<file path="src/rtl/sdram_arbiter_pkg.sv">
// Shared types for the SDRAM command-port arbiter: controller command codes and arbiter states.
package sdram_pkg;

    localparam int unsigned SdrcDataLenBitWidth = 8;

    typedef enum logic [2:0] {
        SdrcActivate = 3'b011,
        SdrcWrite    = 3'b100,
        SdrcRead     = 3'b101
    } sdrc_cmd_e;

    typedef enum logic [1:0] {
        Idle,
        Grant0,
        Grant1,
        Turnaround
    } arb_state_e;

    function automatic logic [1:0] gnt_onehot(input logic idx);
        return idx ? 2'b10 : 2'b01;
    endfunction

endpackage

</file>
<file path="src/rtl/sdram_arbiter_rr_pick2.sv">
// Two-way round-robin pick: a lone requester wins, a tie goes to the master not served last.
module rr_pick2 (
    input  logic [1:0] req_i,
    input  logic       last_i,
    output logic       pick_o,
    output logic       valid_o
);

    assign valid_o = |req_i;
    assign pick_o  = (&req_i) ? ~last_i : req_i[1];

endmodule

</file>
<file path="src/rtl/sdram_arbiter.sv">
// Two-master arbiter in front of the Gowin SDRAM controller command port.
// Optional grant watchdog enabled by defining SDRAM_ARB_TIMEOUT_EN.
import sdram_pkg::*;

module sdram_arbiter #(
    parameter int unsigned AddressBitWidth  = 21,
    parameter int unsigned TurnaroundCycles = 1,
    parameter int unsigned MaxGrantCycles   = 1023
) (
    input  logic                           clk,
    input  logic                           rst,

    input  logic                           m0_req,
    output logic                           m0_gnt,
    input  logic                           m0_cmd_en,
    input  logic [2:0]                     m0_cmd,
    input  logic [AddressBitWidth-1:0]     m0_addr,
    input  logic [31:0]                    m0_data,
    input  logic [SdrcDataLenBitWidth-1:0] m0_data_len,
    output logic [31:0]                    m0_rdata,
    output logic                           m0_cmd_ack,

    input  logic                           m1_req,
    output logic                           m1_gnt,
    input  logic                           m1_cmd_en,
    input  logic [2:0]                     m1_cmd,
    input  logic [AddressBitWidth-1:0]     m1_addr,
    input  logic [31:0]                    m1_data,
    input  logic [SdrcDataLenBitWidth-1:0] m1_data_len,
    output logic [31:0]                    m1_rdata,
    output logic                           m1_cmd_ack,

    output logic                           I_sdrc_cmd_en,
    output logic [2:0]                     I_sdrc_cmd,
    output logic [AddressBitWidth-1:0]     I_sdrc_addr,
    output logic [31:0]                    I_sdrc_data,
    output logic [SdrcDataLenBitWidth-1:0] I_sdrc_data_len,
    input  logic [31:0]                    O_sdrc_data,
    input  logic                           O_sdrc_init_done,
    input  logic                           O_sdrc_cmd_ack,

    output logic                           timeout
);

    localparam logic [3:0] TaLast = 4'(TurnaroundCycles - 1);

    arb_state_e state_q, state_d;
    logic [1:0] gnt_q, gnt_d;
    logic       last_q, last_d;
    logic [3:0] ta_cnt_q, ta_cnt_d;
    logic       pick, pick_valid;
    logic       cur_idx, cur_req, release_grant;

`ifdef SDRAM_ARB_TIMEOUT_EN
    localparam logic [9:0] WdLast = 10'(MaxGrantCycles - 1);
    logic [9:0] wd_cnt_q, wd_cnt_d;
    logic       timeout_q, timeout_d;
`endif

    rr_pick2 u_pick (
        .req_i   ({m1_req, m0_req}),
        .last_i  (last_q),
        .pick_o  (pick),
        .valid_o (pick_valid)
    );

    always_comb begin
        state_d       = state_q;
        gnt_d         = gnt_q;
        last_d        = last_q;
        ta_cnt_d      = ta_cnt_q;
        cur_idx       = (state_q == Grant1);
        cur_req       = cur_idx ? m1_req : m0_req;
        release_grant = 1'b0;
`ifdef SDRAM_ARB_TIMEOUT_EN
        wd_cnt_d      = wd_cnt_q;
        timeout_d     = 1'b0;
`endif
        case (state_q)
            Idle: begin
                if (O_sdrc_init_done && pick_valid) begin
                    state_d = pick ? Grant1 : Grant0;
                    gnt_d   = gnt_onehot(pick);
`ifdef SDRAM_ARB_TIMEOUT_EN
                    wd_cnt_d = '0;
`endif
                end
            end
            Grant0, Grant1: begin
                if (!cur_req) begin
                    release_grant = 1'b1;
                end
`ifdef SDRAM_ARB_TIMEOUT_EN
                else if (wd_cnt_q == WdLast) begin
                    release_grant = 1'b1;
                    timeout_d     = 1'b1;
                end else begin
                    wd_cnt_d = wd_cnt_q + 10'd1;
                end
`endif
                if (release_grant) begin
                    gnt_d    = '0;
                    last_d   = cur_idx;
                    state_d  = Turnaround;
                    ta_cnt_d = '0;
                end
            end
            Turnaround: begin
                if (ta_cnt_q == TaLast) begin
                    state_d = Idle;
                end else begin
                    ta_cnt_d = ta_cnt_q + 4'd1;
                end
            end
            default: state_d = Idle;
        endcase
    end

    always_ff @(posedge clk or posedge rst) begin
        if (rst) begin
            state_q   <= Idle;
            gnt_q     <= '0;
            last_q    <= 1'b1;
            ta_cnt_q  <= '0;
`ifdef SDRAM_ARB_TIMEOUT_EN
            wd_cnt_q  <= '0;
            timeout_q <= 1'b0;
`endif
        end else begin
            state_q   <= state_d;
            gnt_q     <= gnt_d;
            last_q    <= last_d;
            ta_cnt_q  <= ta_cnt_d;
`ifdef SDRAM_ARB_TIMEOUT_EN
            wd_cnt_q  <= wd_cnt_d;
            timeout_q <= timeout_d;
`endif
        end
    end

`ifdef SDRAM_ARB_TIMEOUT_EN
    assign timeout = timeout_q;
`else
    assign timeout = 1'b0;
`endif

    assign m0_gnt     = gnt_q[0];
    assign m1_gnt     = gnt_q[1];
    assign m0_rdata   = O_sdrc_data;
    assign m1_rdata   = O_sdrc_data;
    assign m0_cmd_ack = O_sdrc_cmd_ack && gnt_q[0];
    assign m1_cmd_ack = O_sdrc_cmd_ack && gnt_q[1];

    // Controller-side fields follow the registered grant only, so an ungranted master never leaks through.
    always_comb begin
        I_sdrc_cmd_en   = (gnt_q[0] && m0_cmd_en) || (gnt_q[1] && m1_cmd_en);
        I_sdrc_cmd      = '0;
        I_sdrc_addr     = '0;
        I_sdrc_data     = '0;
        I_sdrc_data_len = '0;
        if (gnt_q[0]) begin
            I_sdrc_cmd      = m0_cmd;
            I_sdrc_addr     = m0_addr;
            I_sdrc_data     = m0_data;
            I_sdrc_data_len = m0_data_len;
        end else if (gnt_q[1]) begin
            I_sdrc_cmd      = m1_cmd;
            I_sdrc_addr     = m1_addr;
            I_sdrc_data     = m1_data;
            I_sdrc_data_len = m1_data_len;
        end
    end

endmodule

</file>
<file path="config.mk">
export PLATFORM = sky130hd
export DESIGN_NAME = sdram_arbiter
export DESIGN_NICKNAME = d
export VERILOG_FILES = /design/src/rtl/sdram_arbiter_pkg.sv /design/src/rtl/sdram_arbiter_rr_pick2.sv /design/src/rtl/sdram_arbiter.sv
export SDC_FILE = /design/constraint.sdc
export NUM_CORES = 1
export LEC_CHECK = 0
export ABC_CLOCK_PERIOD_IN_PS = 2750
export BUFFER_PORTS_ARGS = -buffer_cell sky130_fd_sc_hd__clkbuf_2
export CORE_AREA = 2 2 116 118
export DETAILED_ROUTE_END_ITERATION = 10
export DIE_AREA = 0 0 118 120
export SLEW_MARGIN = 5
export SYNTH_ARGS = -nofsm -noshare
export SYNTH_HDL_FRONTEND = slang
export SYNTH_SLANG_ARGS = --single-unit
</file>
<file path="constraint.sdc">
create_clock -name clk -period 2.75 [get_ports clk]
set_clock_uncertainty 0.15 [all_clocks]
set_input_delay 0.55 -clock clk [delete_from_list [all_inputs] [get_ports clk]]
set_output_delay 0.55 -clock clk [all_outputs]
set_load 0.01 [all_outputs]
</file>
==> summary.md <==
| Metric | Value |
|---|---|
| Status | completed |
| First-pass GRT wire length | 10.4 mm |
| Mapped cell area | 0.00175 mm² |
| CTS Buf Count | 3 |
| CP max FO | 44 |
| RSZ-0062 raised after global routing | false |
| # rows | 42 |
| Hold Vio Cnt, Final | 0 |
| Initial core utilization | 13.5% |
| Detailed placement HPWL | 6.33 mm |
| Final non-filler cell area | 0.00258 mm² |
| CP Class | reg2out |
| CTS clk-pin slew, worst paths | 0.04 ns |
| F_max | 434 MHz |
| Tcrit/Tclk final | 83.8% |
| Time the worst path needs with I/O delays and setup | 2.30 ns |
| Syn_nets | 387 |
| Vert. Die Dim | 120 µm |
| Sequential-to-total area share from yosys stat | 12.9% |
| 1st-pass router iterations | 4 |
| Synth Instances | 213 |
| # setup viols final | 0 |
| Total gr overflow | 0 |
| DR iter-0 viols | 50 |
| Peak supply drop | 0.599 mV |
| Reg-to-reg critical path startpoint | state_q[0]$_DFFE_PP0P_ |
| CTS H-Tree Depth | 1 |
| Number of remaining DRC errors | 0 |
| Seq pwr share | 11.9% |
| Area grow syn2layout | 47.3% |
| Final GP Congestion | 0.804 |
| Clock Latency Late Sink | 0.24 ns |
| Final-stage net count | 518 |
| CP Launch Type | register |
| Post-CTS setup buffer count | 0 |
| Layout cell share with drive strength beyond 1 | 63.8% |
| Worst path arrival time | 1.60 ns |
| CTS tree | yes |
| CP max stage delay | 0.57 ns |
| Clock Path Buffers | 2 |
| Delay-heaviest family, CP | flip-flops |
| Routed len/inst | 14.1 µm |
| CORE AREA | 0.0130 mm² |
| Worst Path Buf+Inv | 2 |
| Syn Area/Cell | 8.22 µm² |
| Req. time, crit path | 2.05 ns |
| Sw power | 1.07 mW |
| LEAKAGE | 1.47 nW |
| Final worst slack | 0.446 ns |
| Die X | 118 µm |
| Crit path cell chain | nor2b_4, buf_12, a22o_1, clkbuf_2 |
| CTS root buf | clkbuf_16 |
| Via/cell ratio | 3.96 |
| Flops & latches, synth | 9 |
| # diodes | 0 |
| Post-CTS Resized | 0 |
| Pre-CTS setup slack | 0.584 ns |
| Largest net degree at the start of global routing | 48 |
| Antenna viol nets, final | 0 |
| Placed Area | 0.00250 mm² |
| Clock sink total | 9 |
| Number of global-route vias before repair | 1,863 |
| Clk pwr share | 11.7% |
| Setup TNS | 0 ns |
| CP max stage cell | dfrtp_2 |
| Internal | 1.22 mW |
| Initial antenna violation count | 0 |
| Sw frac | 46.6% |
| Post-synthesis cell type count | 31 |
| Vias | 2,057 |
| Max_cap viols | 0 |
| PwrDens | 889 mW/mm² |
| R2r endpoint | state_q[0]$_DFFE_PP0P_ |
| Cts hold-fix bufs | 0 |
| R2R setup slack | 0.59 ns |
| Die footprint | 0.0142 mm² |
| Gate power share | 76.4% |
| CP Capture Type | output port |
| I/O Buffers | 204 |
| Routed WL | 7.30 mm |
| Yosys synthesis warning count | 0 |
| Final max-slew violation count | 0 |
| I/O pin cnt | 302 |
| Worst R2R Path Depth | 5 |
| GRT Util Overall | 9.38% |
| Hold WC Path Type | in2async |
## state kept, by name (all words and copies together), names as in the netlist
| register | cells |
|---|---|
| ta_cnt_q | 4 |
| last_q | 1 |
| gnt_q | 2 |
| state_q | 2 |
## cells in the final DEF, fill, tap and decap left out
master and instances:
clkbuf_2 204, a22o_1 64, inv_1 8, dfrtp_1 7, ha_1 6, nor2_1 4
mux2_2 4, nor3_1 4, nand2_1 4, a21oi_1 4, mux2i_1 3, clkbuf_16 3
o21ai_0 2, and2_1 2, a221o_1 2, buf_12 2, a21boi_0 1, nor2b_1 1
mux2_4 1, a221oi_1 1, or3b_4 1, a222oi_1 1, nor3b_1 1, a211oi_1 1
a211o_1 1, nand4_1 1, o22ai_1 1, nor2b_4 1, nand3_1 1, and3_1 1
nand2b_1 1, conb_1 1, clkbuf_1 1, dfrtp_2 1, dfstp_2 1, buf_4 1
## worst reg2reg max path: cells and delay by family (launching register included)
| kind | cells | cell delay [ns] |
|---|---|---|
| buffers and inverters | 1 | 0.11 |
| AO/OA/AOI/OAI | 1 | 0.47 |
| flip-flops | 1 | 0.39 |
| adder cells (fa/ha/maj) | 1 | 0.21 |
| multiplexers | 2 | 0.73 |
## worst max-delay path by stage
stage / startpoint / endpoint / slack [ns] / cells after the start
after floorplan: gnt_q[0]$_DFFE_PP0P_ / I_sdrc_addr[0] / 0.66 / 5
final: gnt_q[0]$_DFFE_PP0P_ / I_sdrc_data[27] / 0.45 / 4
after CTS: gnt_q[0]$_DFFE_PP0P_ / I_sdrc_data[25] / 0.42 / 4
after detailed placement: state_q[0]$_DFFE_PP0P_ / state_q[0]$_DFFE_PP0P_ / 0.58 / 5
after global placement: state_q[0]$_DFFE_PP0P_ / state_q[0]$_DFFE_PP0P_ / 0.60 / 5
after global routing: gnt_q[0]$_DFFE_PP0P_ / I_sdrc_data[27] / 0.34 / 4
## through the flow
step | cells | utilization, % | power, mW | hold WS, ns
after floorplan | 213 | - | 1.47 | 0.227
after global placement | 515 | 19.3 | 2.05 | 0.378
after detailed placement | 515 | 19.3 | 2.04 | 0.375
after CTS | 519 | 19.9 | 2.32 | 0.125
after global routing | 519 | 19.9 | 2.49 | 0.156
final | 519 | 19.9 | 2.29 | 0.106
## power by group through the flow
stage          Clock [mW]  Sequential, mW  Combinational [mW]
6_report            0.269           0.272                1.75
5_1_grt             0.280           0.288                1.92
4_1_cts             0.275           0.275                1.77
3_5_place_dp            0           0.275                1.76
3_3_place_gp            0           0.275                1.77
2_1_floorplan           0           0.228                1.24
## area by class of cell
class,count,area [µm²]
clock buffer,4,78.8
fill,1459,10400
inverter,8,30.0
multi-input combinational,115,953
sequential,9,228
tap,176,220
timing repair buffer,207,1070
## synthesized netlist by cell type
cell type | count | area [µm²]
mux2_2 | 4 | 45.0
nand3_1 | 1 | 5.00
nand2b_1 | 1 | 6.26
a222oi_1 | 1 | 10.0
mux2i_1 | 3 | 30.0
nor3b_1 | 1 | 7.51
a211oi_1 | 1 | 7.51
nand4_1 | 1 | 6.26
dfrtp_1 | 8 | 200
nor2_1 | 4 | 15.0
nor2b_1 | 2 | 12.5
a221o_1 | 2 | 20.0
nand2_1 | 4 | 15.0
o21ai_0 | 2 | 10.0
and3_1 | 1 | 6.26
buf_4 | 65 | 488
clkbuf_1 | 16 | 60.1
inv_1 | 8 | 30.0
a22o_1 | 64 | 561
a211o_1 | 1 | 8.76
a21oi_1 | 4 | 20.0
or3b_4 | 1 | 11.3
and2_1 | 2 | 12.5
a21boi_0 | 1 | 7.51
ha_1 | 6 | 75.1
o22ai_1 | 1 | 6.26
a221oi_1 | 1 | 8.76
mux2_4 | 1 | 15.0
conb_1 | 1 | 3.75
dfstp_2 | 1 | 26.3
nor3_1 | 4 | 20.0
## layer usage
| metal | wire (µm) | vias to the layer above | GRT usage [%] |
|---|---|---|---|
| li1 | - | 986 | - |
| met1 | 3040 | 902 | 11.4 |
| met2 | 3390 | 158 | 15.7 |
| met3 | 726 | 11 | 3.18 |
| met4 | 140 | 0 | 2.79 |
| met5 | 0 | - | 0 |
## cells by family (layout without fill, tap and decap cells)
group / count (synthesis) / count (layout) / share of synthesized area [%]
compound gates: 78 / 78 / 37.7
other cells: 1 / 1 / 0.214
buf+inv: 89 / 219 / 33.0
flops: 9 / 9 / 12.9
fa+ha+maj: 6 / 6 / 4.29
simple gates: 22 / 22 / 6.72
mux: 8 / 8 / 5.15
(Power assumes the default switching activity.)
